===== config.mk =====
export PLATFORM = sky130hd
export DESIGN_NAME = inpkt_dispatch
export DESIGN_NICKNAME = d
export VERILOG_FILES = /design/src/rtl/inpkt_dispatch_pkg.sv /design/src/rtl/inpkt_dispatch_rr_arbiter.sv /design/src/rtl/inpkt_dispatch.sv
export SDC_FILE = /design/constraint.sdc
export NUM_CORES = 1
export LEC_CHECK = 0
export ABC_AREA = 1
export CAP_MARGIN = 20
export CORE_UTILIZATION = 56
export DETAILED_ROUTE_END_ITERATION = 7
export GPL_TIMING_DRIVEN = 1
export PLACE_DENSITY = 0.81
export SLEW_MARGIN = 20
export SYNTH_ARGS = -nofsm -noshare
export SYNTH_HDL_FRONTEND = slang
export SYNTH_SLANG_ARGS = --single-unit

===== constraint.sdc =====
create_clock -name clk -period 2.65 [get_ports clk]
set_clock_uncertainty 0.15 [all_clocks]
set_input_delay 0.53 -clock clk [delete_from_list [all_inputs] [get_ports clk]]
set_output_delay 0.53 -clock clk [all_outputs]
set_load 0.01 [all_outputs]

===== src/rtl/inpkt_dispatch_pkg.sv =====
// Shared definitions for the input packet dispatcher: FSM encoding and header geometry.
package inpkt_dispatch_pkg;

    typedef enum logic [1:0] {
        HDR_LO = 2'd0,
        HDR_HI = 2'd1,
        SELECT = 2'd2,
        DATA   = 2'd3
    } state_t;

    localparam int HDR_BYTES     = 2;
    localparam int LEN_W_DEFAULT = 16;

endpackage


===== src/rtl/inpkt_dispatch_rr_arbiter.sv =====
// Combinational round-robin picker: first requester strictly after last_grant, wrapping.
module rr_arbiter
    import inpkt_dispatch_pkg::*;
#(
    parameter int N_UNITS = 4,
    parameter int SEL_W   = 2
) (
    input  logic [N_UNITS-1:0] req,
    input  logic [SEL_W-1:0]   last_grant,
    output logic [N_UNITS-1:0] grant,
    output logic               valid
);

    int               idx;
    logic [SEL_W-1:0] idx_s;

    always_comb begin
        grant = '0;
        valid = 1'b0;
        idx   = 0;
        idx_s = '0;
        for (int k = 1; k <= N_UNITS; k++) begin
            idx   = (int'(last_grant) + k) % N_UNITS;
            idx_s = SEL_W'(idx);
            if (!valid && req[idx_s]) begin
                grant[idx_s] = 1'b1;
                valid        = 1'b1;
            end
        end
    end

endmodule


===== src/rtl/inpkt_dispatch.sv =====
// Parses length-prefixed packets from a FWFT FIFO and streams each payload to one
// round-robin-selected idle unit.
module inpkt_dispatch
    import inpkt_dispatch_pkg::*;
#(
    parameter int N_UNITS = 4,
    parameter int LEN_W   = LEN_W_DEFAULT
) (
    input  logic               clk,
    input  logic               rst,
    input  logic [7:0]         fifo_dout,
    input  logic               fifo_empty,
    output logic               fifo_rd_en,
    input  logic [N_UNITS-1:0] unit_idle,
    input  logic [N_UNITS-1:0] unit_full,
    output logic [N_UNITS-1:0] unit_wr_en,
    output logic [7:0]         unit_dout,
    output logic               unit_first,
    output logic               unit_last,
    output logic               busy,
    output logic [15:0]        pkt_count
);

    localparam int SEL_W = (N_UNITS > 1) ? $clog2(N_UNITS) : 1;

    state_t             state;
    logic [LEN_W-1:0]   len;
    logic [LEN_W-1:0]   remaining;
    logic [LEN_W-1:0]   len_hdr;
    logic [SEL_W-1:0]   sel;
    logic [SEL_W-1:0]   last_grant;
    logic [SEL_W-1:0]   grant_idx;
    logic [N_UNITS-1:0] grant;
    logic               grant_vld;
    logic               first_pend;
    logic [15:0]        pkt_count_r;
    logic               hdr_pop;
    logic               xfer;

    rr_arbiter #(
        .N_UNITS (N_UNITS),
        .SEL_W   (SEL_W)
    ) u_arb (
        .req        (unit_idle),
        .last_grant (last_grant),
        .grant      (grant),
        .valid      (grant_vld)
    );

    always_comb begin
        grant_idx = '0;
        for (int i = 0; i < N_UNITS; i++) begin
            if (grant[i]) grant_idx = SEL_W'(i);
        end
    end

    // Full header value as it will be latched on the high-byte pop.
    assign len_hdr = LEN_W'({fifo_dout, len[7:0]});

    assign hdr_pop    = ~rst & ~fifo_empty & ((state == HDR_LO) | (state == HDR_HI));
    assign xfer       = ~rst & (state == DATA) & ~fifo_empty & ~unit_full[sel];
    assign fifo_rd_en = hdr_pop | xfer;
    assign unit_wr_en = xfer ? (N_UNITS'(1) << sel) : '0;
    assign unit_dout  = fifo_dout;
    assign unit_first = xfer & first_pend;
    assign unit_last  = xfer & (remaining == LEN_W'(1));
    assign busy       = ~rst & (state != HDR_LO);
    assign pkt_count  = pkt_count_r;

    always_ff @(posedge clk or posedge rst) begin
        if (rst) begin
            state       <= HDR_LO;
            len         <= '0;
            remaining   <= '0;
            sel         <= '0;
            last_grant  <= SEL_W'(N_UNITS - 1);
            first_pend  <= 1'b0;
            pkt_count_r <= '0;
        end else begin
            case (state)
                HDR_LO: begin
                    if (hdr_pop) begin
                        len   <= LEN_W'(fifo_dout);
                        state <= HDR_HI;
                    end
                end
                HDR_HI: begin
                    if (hdr_pop) begin
                        len   <= len_hdr;
                        state <= (len_hdr == '0) ? HDR_LO : SELECT;
                    end
                end
                SELECT: begin
                    if (grant_vld) begin
                        sel        <= grant_idx;
                        last_grant <= grant_idx;
                        remaining  <= len;
                        first_pend <= 1'b1;
                        state      <= DATA;
                    end
                end
                DATA: begin
                    if (xfer) begin
                        remaining  <= remaining - LEN_W'(1);
                        first_pend <= 1'b0;
                        if (remaining == LEN_W'(1)) begin
                            pkt_count_r <= pkt_count_r + 16'd1;
                            state       <= HDR_LO;
                        end
                    end
                end
                default: state <= HDR_LO;
            endcase
        end
    end

endmodule


Word level (Yosys, flattened, before mapping)
Index checks and enable logic that the tools add are counted.
W data, S select, Z words.
Storage, ports and cells
  bits in registers: 55
  bits of input ports: 19
  output and inout bits: 32
  word-level logic and storage cells: 117
Operators by class
  add/subtract/negate cells: 6
  order comparisons: 9
  eq/ne operators: 9
  shift-type cells: 1
  multiplexer cells: 46
  bitwise operators: 17
  reduce and logical (&&, ||, !) cells: 21
Operator list (number)
  $mux W16: 4
  $pmux W16 S2: 2
  $mux W4: 5
  $add A16 B1 Y16 const B: 1
  $eq A16 B1 Y1 const B: 1
  $logic_not A16 Y1: 1
  $mux W1: 16
  $mux W2: 8
  $sub A16 B1 Y16 const B: 1
  $lt A2 B3 Y1 const B: 5
  $or A4 B4 Y4: 3
  $reduce_and A3 Y1: 4
  $bmux W1 S2: 5
  $and A1 B1 Y1: 8
  $demux W1 S2: 4
  $ge A2 B1 Y1 const B: 4
  $ne A2 B2 Y1 const B: 4
  $pmux W2 S4: 1
  $logic_and A1 B1 Y1: 7
  $reduce_bool A2 Y1: 3
  $reduce_and A5 Y1: 1
  $add A2 B1 Y2 const B: 2
  $add A2 B2 Y2 const B: 2
  $eq A2 B2 Y1 const B: 2
  other kinds (9): 15

Logic depth before layout (Yosys ltp)
  depth after elaboration: 16
  mapped depth: 15
  gate-level depth less buffers: 14

Hierarchy
A second synthesis with hierarchy kept.
Second synthesis, totals
  cells, all modules: 541
  area total of the unflattened synthesis: 3733.6 um^2
Modules (own cells, without submodules)
  inpkt_dispatch: times used 1, cells an instance 461, area an instance 3281.9 um^2, sequential area each 1378.8 um^2
  rr_arbiter: times used 1, cells an instance 80, area an instance 451.7 um^2, sequential area each 0.0 um^2

Worst setup path before layout
No wires, ideal clock.
  path type: register to register
  from: register last_grant[0]
  to: register remaining[6]
  setup time: 0.125 ns
  data arrival time: 2.079 ns
  required time: 2.375 ns
  path slack: 0.297 ns
  stages on the path, launching flop included: 15
  buffers on the path: 2
  clock period less this slack: 2.353 ns
  path through: dfstp_2 > buf_6 > inv_6 > ha_1 > inv_1 > nand3_4 > nand2_4 > nand2_4 > nor3_4 > nor2_4 > inv_6 > nand2_4 > buf_6 > nor2_2 > a21oi_2
Between the ends
  word-level cells in the longest chain between the ends: 15
  elaborated cells between the ends (all ways): 24
  those cells by class: add/sub (4); eq/ne (1); mux (12); reduce/logical (7)
RTL lines
  start, declared: RTL line inpkt_dispatch.sv:31  | logic [SEL_W-1:0] last_grant;
  start signal, assigned: RTL line inpkt_dispatch.sv:76  | last_grant <= SEL_W'(N_UNITS - 1);
  start signal, assigned: RTL line inpkt_dispatch.sv:96  | last_grant <= grant_idx;
  $add A2 B1 Y2: RTL line inpkt_dispatch_rr_arbiter.sv:23  | idx = (int'(last_grant) + k) % N_UNITS;
  $bmux W1 S2: RTL line inpkt_dispatch_rr_arbiter.sv:25  | if (!valid && req[idx_s]) begin
  $mux W1 (implied by the code): RTL line inpkt_dispatch_rr_arbiter.sv:25
  $mux W1: RTL line inpkt_dispatch_rr_arbiter.sv:25
  $logic_not A1 Y1: RTL line inpkt_dispatch_rr_arbiter.sv:25
  $logic_and A1 B1 Y1: RTL line inpkt_dispatch_rr_arbiter.sv:25
  $mux W1: RTL line inpkt_dispatch_rr_arbiter.sv:25
  $logic_not A1 Y1: RTL line inpkt_dispatch_rr_arbiter.sv:25
  $logic_and A1 B1 Y1: RTL line inpkt_dispatch_rr_arbiter.sv:25
  $mux W1: RTL line inpkt_dispatch_rr_arbiter.sv:25
  $logic_not A1 Y1: RTL line inpkt_dispatch_rr_arbiter.sv:25
  $logic_and A1 B1 Y1: RTL line inpkt_dispatch_rr_arbiter.sv:25
  $mux W1 (*): RTL line inpkt_dispatch_rr_arbiter.sv:25
  $ne A2 B2 Y1 (no line) (*)
  $reduce_and A3 Y1 (no line) (*)
  end signal, assigned: RTL line inpkt_dispatch.sv:97  | remaining <= len;
  end signal, assigned: RTL line inpkt_dispatch.sv:104  | remaining <= remaining - LEN_W'(1);
  end, declared: RTL line inpkt_dispatch.sv:28  | logic [LEN_W-1:0] remaining;
Every way passes the cells marked *; elsewhere a longest branch is shown, timed or not. The select of a mux whose other input is x is not followed.
A chain may end at the register's enable or synchronous reset.

Final worst setup path
  from: input port unit_full[3]
  to: output port fifo_rd_en
Between the ends
  word-level cells in the longest chain between the ends: 5
RTL lines
  start, declared: RTL line inpkt_dispatch.sv:15  | input logic [N_UNITS-1:0] unit_full,
  $bmux W1 S2: RTL line inpkt_dispatch.sv:61  | assign xfer = ~rst & (state == DATA) & ~fifo_empty & ~unit_full[sel];
  $mux W1 (implied by the code): RTL line inpkt_dispatch.sv:61
  $not A1 Y1: RTL line inpkt_dispatch.sv:61
  $and A1 B1 Y1: RTL line inpkt_dispatch.sv:61
  $or A1 B1 Y1: RTL line inpkt_dispatch.sv:62  | assign fifo_rd_en = hdr_pop | xfer;
  end, declared: RTL line inpkt_dispatch.sv:13  | output logic fifo_rd_en,
Every way passes these cells. The select of a mux whose other input is x is not followed.

==> results.md <==
* Status: finished clean
* Ant diodes at 0
* Ys Warns at 0
* Slew Viols, Final at 0
* Die Ht at 83.5 um
* # DRC at 0
* Largest delay contributor family on the critical path: buffers and inverters
* Crit-path most repeated cell: nand2_1
* Fin crit share at 95.1%
* PwrDens at 934 nW/um2
* Max Cap Viol at 0
* Initial Utilization at 58.2%
* CP Max Fanout at 6
* Worst path bufs/invs at 3
* Core area at 6390 um2
* Syn Area/Cell at 7.51 um2
* Total length of routed wires at 7920 um
* Layout Utilization at 69.7%
* CP peak stage delay at 410 ps
* Setup Viol. Count Final at 0
* Netlist Area Pre-Place at 3720 um2
* Clock transition at path regs at 100 ps
* Drt via density at 5.35
* Post-synthesis cell type count at 39
* Sink Count at 55
* Share of cells above drive strength 1 at 13.9%
* Crit path launch type: input port
* First-pass GRT wire length at 14000 um
* Origin of the critical flop-to-flop path: last_grant[0]
* Initial antenna violation count at 0
* Clock buffer depth at 2
* TritonCTS buffer count at 5
* Rel. slew slack at 70.5%
* Worst R2R Setup Slack at 230 ps
* Ranking of synthesized cells by area: dfrtp_1 36%, nand2_1 15%, inv_1 6.0%, nand3_1 5.9%, nor2_1 3.5%
* Worst hold path class: input port to async pin
* Syn nets at 524
* First drt pass iteration count at 4
* Hold Vio Cnt, Final at 0
* Tmin final at 2520 ps
* Wire per inst at 12.6 um
* Fmax at 397 MHz
* IO Port Bufs at 50
* Dpl hpwl at 6140 um
* Switching Share at 45.8%
* Yosys top cell area share at 35.7%
* Worst-path cell chain: clkdlybuf4s50_1 > nand3_1 > nand2_1 > a21oi_2 > nand2_4 > buf_4 > nand2_1 > clkdlybuf4s15_2
* Worst Setup End Kind: output port
* Pin count of the biggest net entering global routing at 39
* Die area at 6970 um2
* Reg2Reg Depth at 12
* Unrepaired setup endpoints after global routing: false
* Synth area leader: dfrtp_1
* Num ports at 51
* Sequential share of the synthesized area at 37.1%
* Die W at 83.5 um
* Initial DRC count at 127
* Hold buffers post-CTS at 0
* Syn-to-layout area delta at 19.8%
* Vias in the first global route at 3246
* Combinational share of power at 53.1%
* Placement Setup Slack at -380 ps
* Crit Path Class: input port to output port
* CTS tree: yes
* GR Overflow Total at 0
* Final setup margin at 130 ps
* Cell count after synthesis at 495
* Setup tns final at 0 ps
* Reg power frac at 32.7%
* WP data required at 1970 ps
* Post-route ant nets at 0
* Clock group share of total power at 14.2%
* Actual slew at the worst max-slew pin at 441 ps
* CTS root buf: clkbuf_8
* NetSw at 1.90 mW
* Worst vdd ir at 0.555 mV
* #FFs+latches synth at 55
* Total GRT Usage at 24.3%
* P_int at 2.25 mW
* Slowest CP cell: clkdlybuf4s50_1
* Detailed-route via count at 3368
* Cell leakage power at 2.18 nW
* CTS H-Tree Depth at 2
* Nets at 580
* Worst EP arrival at 1840 ps
* Worst path depth at 8
* Routability cong. at 0.919
* Capture point of the worst reg-to-reg path: remaining[4]
* Skew-Pair Late Insertion Delay at 310 ps
* # rows at 29
layout by cell type, fill, tap and decap left out, types with 4 or more instances in the layout:
master and n:
nand2_1 144, inv_1 58, dfrtp_1 53, nand3_1 44, clkdlybuf4s50_1 41, nor2_1 34, o21ai_0 24, buf_4 15
o21ai_2 13, xor2_1 12, ha_1 10, o21ai_1 8, nand4_1 6, o22ai_1 6, nor3_1 6, nor4_1 6
xnor2_1 6, clkbuf_8 6, nand2_4 5, nand2_2 5, inv_2 5, nor2_2 4, dlygate4sd2_1 4
power by group through the flow:
stage          Clock [mW]  Sequential [mW]  Combinational, mW
2_1_floorplan           0             1.32               1.73
3_3_place_gp            0             1.36               2.11
3_5_place_dp            0             1.37               2.18
4_1_cts             0.607             1.36               2.20
5_1_grt             0.641             1.39               2.50
6_report            0.592             1.36               2.21
kinds of logic (layout without fill, tap and decap cells):
logic type,count (synthesis),in the layout,share of synthesized area (%)
simple gates,264,264,33.2
buf+inv,83,140,10.7
compound gates,65,65,11.4
flops,55,55,37.1
xor+xnor,18,18,4.24
fa+ha+maj,10,10,3.36
layer usage:
metal / vias up / GRT usage, % / share of wire, % / wire, um
met3: 21 / 3.56 / 3.3 / 260
met1: 1573 / 30.7 / 45 / 3540
met4: 0 / 10.0 / 2.8 / 224
met5: - / 0 / 0 / 0
li1: 1698 / - / - / -
met2: 76 / 41.7 / 49 / 3900
layout make-up:
cell class                      instances  area, um2
Fill cell                             517       1930
Timing Repair Buffer                   67        649
Clock buffer                            6       82.6
Tap cell                               77       96.3
Sequential cell                        55       1380
Clock inverter                          2       38.8
Inverter                               65        254
Multi-Input combinational cell        357       1950
sequential cells by signal, summed over array words and instances, names as in the netlist, named ones only:
signal / flops
len: 16
pkt_count: 16
remaining: 16
last_grant: 2
sel: 2
first_pend: 1
state: 1
cells in the mapped netlist (all sizes together):
cell type,instances
dfstp,2
clkbuf,3
buf,15
o21ai,45
xnor2,6
o22ai,6
xor2,12
a21boi,1
nor3,8
inv,65
nand4,6
a31oi,4
o21a,1
nand3,47
dfrtp,53
ha,10
nor4,7
or2,1
nor2,40
o31ai,2
a21oi,6
nand2,155
how the worst max path moves through the flow:
stage | from | to | slack [ps]
3_5_place_dp | rst | unit_last | -380
2_1_floorplan | last_grant[0] | remaining[6] | 300
4_1_cts | rst | unit_last | 8
5_1_grt | unit_full[1] | fifo_rd_en | 50
6_report | unit_full[3] | fifo_rd_en | 130
3_3_place_gp | rst | unit_last | -370
worst register-to-register path, stage by stage, from the launching register on:
cell and delay (ps):
dfstp_2 590, inv_6 70, ha_1 370, inv_1 150, nand3_4 110, nand2_4 110, nand2_4 70, nor3_4 180
nor2_4 70, inv_6 90, nand2_8 160, nand2_1 150, o21ai_2 60
stage by stage:
stage	power, mW	hold slack [ps]	instances	area, um2
after floorplan	3.05	303	495	3720
after global placement	3.48	324	620	4320
after detailed placement	3.55	332	620	4320
after CTS	4.16	364	629	4440
after global routing	4.53	247	629	4450
final	4.16	216	629	4450
what timing repair did:
action | CTS | global route
pin swaps | 1 | 4
setup buffers | 1 | 0
setup endpoints to repair | 7 | 17
resized for setup | 12 | 5
No activity file was read; power rests on OpenSTA's default activity.
==> RTL change 1 (same settings) <==
Encoding of `state_t`: now one-hot (4 bits for 4 states).
--- a/src/rtl/inpkt_dispatch_pkg.sv
+++ b/src/rtl/inpkt_dispatch_pkg.sv
@@ -1,11 +1,11 @@
 // Shared definitions for the input packet dispatcher: FSM encoding and header geometry.
 package inpkt_dispatch_pkg;
 
-    typedef enum logic [1:0] {
-        HDR_LO = 2'd0,
-        HDR_HI = 2'd1,
-        SELECT = 2'd2,
-        DATA   = 2'd3
+    typedef enum logic [3:0] {
+        HDR_LO = 4'b0001,
+        HDR_HI = 4'b0010,
+        SELECT = 4'b0100,
+        DATA   = 4'b1000
     } state_t;
 
     localparam int HDR_BYTES     = 2;
Behaviour: no difference found for any inputs over 4 cycles, from zero or initial values and one cycle with rst high; so few cycles prove little.
==> RTL change 1 against the unedited design <==
- sequential share of layout area is 0.59 points higher
- worst setup slack improved by 17 ps
- routed wire length is 7.9% higher
- design area grew 1.8%
- synthesized area shrank 1.3%
- core utilization grew 1.6 points
- largest cell class unchanged
- sequential cell count increased by 2
- critical path type unchanged
Power is not compared: it rests on default switching activity, and its combinational part moved more than twofold at a synthesized area within 25%.
==> RTL change 1: results (changes against the unedited design) <==
[status]
status=finished, final reports clean  ; unchanged

[global_route]
grt_antenna_before_repair=0  ; unchanged
grt_max_degree=42  ; was 39
grt_pass1_wl_um=14870  ; was 13990 um
grt_usage_pct=26.85  ; was 24.26%
grt_pass1_vias=3364  ; was 3246

[routing]
drt_iter0_drc=149  ; was 127
wl_per_cell_um=13.29  ; was 12.59 um
via_per_inst=5.305  ; was 5.355
first_pass_iters=4  ; unchanged
wl_um=8546  ; was 7919 um

[power_and_ir_drop]
total_power_w=0.002419
ir_worst_vdd_v=0.0004936
clkPwrFrac_pct=33.1
seq-power_w=0.00103

[sta]
post-route-min-period_ps=2503  ; was 2520 ps
whs_ps=294.3  ; was 216.4 ps
tightest_slew_ps=497.7  ; was 441.3 ps

[placement]
gp_congestion=0.9971  ; was 0.9192
place_inst=623  ; was 620
place.detailed.hpwl_um=6415  ; was 6139 um
io_buffers=50  ; unchanged
dp_slack_ps=-440.5  ; was -379.9 ps
place_area_um2=4315  ; was 4317 um^2

[synth]
synthArstFlopShare_pct=100.0  ; unchanged
ys_top_cells_by_area=dfrtp_1 37%, nand2_1 13%, inv_1 6.9%  ; was dfrtp_1 36%, nand2_1 15%, inv_1 6.0%
syn_nets=522  ; was 524
synth_cells=493  ; was 495
synth.distinct_cells=36  ; was 39
yosysSeqAreaShare_pct=38.98  ; was 37.08%
synthTopCellsByCount=127 x nand2_1, 67 x inv_1, 54 x dfrtp_1  ; was 144 x nand2_1, 59 x inv_1, 53 x dfrtp_1

[worst_setup_path]
crit_slowest_cell=clkdlybuf4s50_1  ; unchanged
crit_arrival_ps=1820  ; was 1840 ps
crit_start=unit_full[2]  ; was unit_full[3]
r2r_start=last_grant[0]  ; unchanged
path_delay_family=buffers and inverters  ; unchanged
reg2reg_slack_ps=250  ; was 230 ps
worstSetupEndpoint=unit_last  ; was fifo_rd_en
cp_max_fo=2  ; was 6
reg2reg_depth=11  ; was 12
reg2reg_to=remaining[9]  ; was remaining[4]

[clock_network]
cts.path.max_buffers=2  ; unchanged
ctsResizeCount=35  ; was 12
clkTransAtPathRegs_ps=70  ; was 100 ps
cts_max_level=3  ; was 2
worstSkewPairLatency_ps=350  ; was 310 ps
cts_inserted_buffers=9  ; was 5
post_cts_buffers=4  ; was 1

[cells_and_area]
drive_gt1_share_pct=12.37  ; was 13.95%
filler_cell_count=496  ; was 517
nNetsFinal=590  ; was 580

[RTL change 1: final cells by class]
cell class,instances,area [um^2],share of cell area [%]
Inverter,73,279.0,6.157
Multi-Input combinational cell,347,1859,41.03
Timing Repair Buffer,73,678.2,14.96
Clock buffer,13,148.9,3.285
Clock inverter,3,40.04,0.8835
Sequential cell,57,1430,31.56
Tap cell,77,96.34,2.126
[RTL change 1: kinds of logic after synthesis]
group	Yosys count	share of synthesized area (%)
AND/OR/NAND/NOR	249	31.10
buffers and inverters	89	10.81
AO/OA/AOI/OAI	70	11.39
flip-flops	57	38.98
XOR/XNOR	18	4.298
adder cells (fa/ha/maj)	10	3.411
[RTL change 1: layer usage]
layer	vias to the layer above	track usage, %	part of all wire [%]
met4	0	9.561	2.1
met1	1587	33.59	47
li1	1728	-	-
met3	18	6.660	4.0
met2	78	45.16	47
met5	-	0	0
==> RTL change 2 (same flow settings) <==
Made on the original files. `N_UNITS` is set to 4 in 2 places; all go to 8.
--- a/src/rtl/inpkt_dispatch_rr_arbiter.sv
+++ b/src/rtl/inpkt_dispatch_rr_arbiter.sv
@@ -2,7 +2,7 @@
 module rr_arbiter
     import inpkt_dispatch_pkg::*;
 #(
-    parameter int N_UNITS = 4,
+    parameter int N_UNITS = 8,
     parameter int SEL_W   = 2
 ) (
     input  logic [N_UNITS-1:0] req,
--- a/src/rtl/inpkt_dispatch.sv
+++ b/src/rtl/inpkt_dispatch.sv
@@ -3,7 +3,7 @@
 module inpkt_dispatch
     import inpkt_dispatch_pkg::*;
 #(
-    parameter int N_UNITS = 4,
+    parameter int N_UNITS = 8,
     parameter int LEN_W   = LEN_W_DEFAULT
 ) (
     input  logic               clk,
Ports: changed (resized unit_full, unit_idle and unit_wr_en); port bits go from 51 to 63. The function was not compared with the original's and may differ.
==> RTL change 2 against the unedited design <==
- the run now ends with setup timing left
- design area grew 42%
- largest cell class unchanged
- worst setup slack worse by 340 ps
- critical endpoint is now remaining[6]
- synthesized area up 19%
- first-iteration DRC count grew to 2.5 times the old value
- sequential cell count rose by 2
- highest routed layer unchanged
- routed wire length increased by 90%
- cell count grew 40%
- register-to-register slack worse by 440 ps
Power is not compared: it rests on default switching activity, and its combinational part moved more than twofold at a synthesized area within 25%.
==> RTL change 2: results (changes against the unedited design) <==
[placement]
place.detailed.hpwl_um=9762  ; was 6139 um
place_area_um2=5547  ; was 4317 um^2
gp_congestion=0.8799  ; was 0.9192
place_inst=844  ; was 620

[synth]
synth.distinct_cells=41  ; was 39
syn_area_per_cell_um2=6.859  ; was 7.512 um^2
ys_top_cells_by_area=dfrtp_1 31%, nand2_1 15%, inv_1 7.6%  ; was dfrtp_1 36%, nand2_1 15%, inv_1 6.0%
yosysSeqAreaShare_pct=32.32  ; was 37.08%
muxShareOfSynthArea_pct=0.2545  ; was 0%
yosys.area_share.adder_pct=2.545  ; was 3.365%
synthTopCellsByCount=175 x nand2_1, 90 x inv_1, 75 x nor2_1  ; was 144 x nand2_1, 59 x inv_1, 53 x dfrtp_1

[worst_setup_path]
crit_slowest_cell=dfstp_2  ; was clkdlybuf4s50_1
r2r_start=last_grant[1]  ; was last_grant[0]
slowest_delay_ps=630  ; was 410 ps
crit_arrival_ps=2920  ; was 1840 ps
path_delay_family=simple AND/OR/NAND/NOR gates  ; was buffers and inverters
worstSetupEndpoint=remaining[6]  ; was fifo_rd_en
crit_start=last_grant[1]  ; was unit_full[3]

[sta]
tightest_slew_ps=688.7  ; was 441.3 ps
worst_slack_ps=-206.8  ; was 129.6 ps
setup_viol=23  ; was 0

[global_route]
grt_pass1_vias=4942  ; was 3246
grt_max_degree=58  ; was 39
grt_usage_pct=35.54  ; was 24.26%
grt_pass1_wl_um=23290  ; was 13990 um

[clock_network]
worstSkewPairLatency_ps=340  ; was 310 ps
clkTransAtPathRegs_ps=80  ; was 100 ps
post_cts_buffers=17  ; was 1

[routing]
first_pass_iters=5  ; was 4
wl_per_cell_um=17.00  ; was 12.59 um
vias=5054  ; was 3368
wl_um=15010  ; was 7919 um

[status]
violations=setup timing
status=complete, but fails checks  ; was finished, final reports clean

RTL change 2: cell count changes in the layout (fill, tap and decap cells not counted), moves of 7 or more:
cell / delta
nor2_2: +10
nand2_2: +14
nand2_4: +7
nand4_1: +12
nor2_1: +25
buf_4: +53
inv_1: +28
buf_6: +9
nand2_1: +10
RTL change 2: area by class of cell:
type                       instances  area [um^2]
timing repair buffer             144         1300
fill                             478         1364
clock inverter                     6        90.09
clock buffer                      10        137.6
inverter                          95        376.6
sequential                        57         1433
multi-input combinational        469         2859
tap                              102        127.6
RTL change 2: per-stage QoR:
stage / TNS, ps / setup slack (ps)
global route: -5603 / -293.2
floorplan: -5518 / -311.5
global placement: -6835 / -378.5
CTS: -1079 / -98.07
finish: -3130 / -206.8
detailed placement: -8687 / -437.2
RTL change 2: per-layer routing:
metal / wire, um / vias to the layer above / global-route usage (%)
met1: 5504 / 2379 / 40.14
met2: 7824 / 264 / 65.21
met3: 951 / 71 / 6.313
met4: 734 / 0 / 15.34
met5: 0 / - / 0
li1: - / 2340 / -
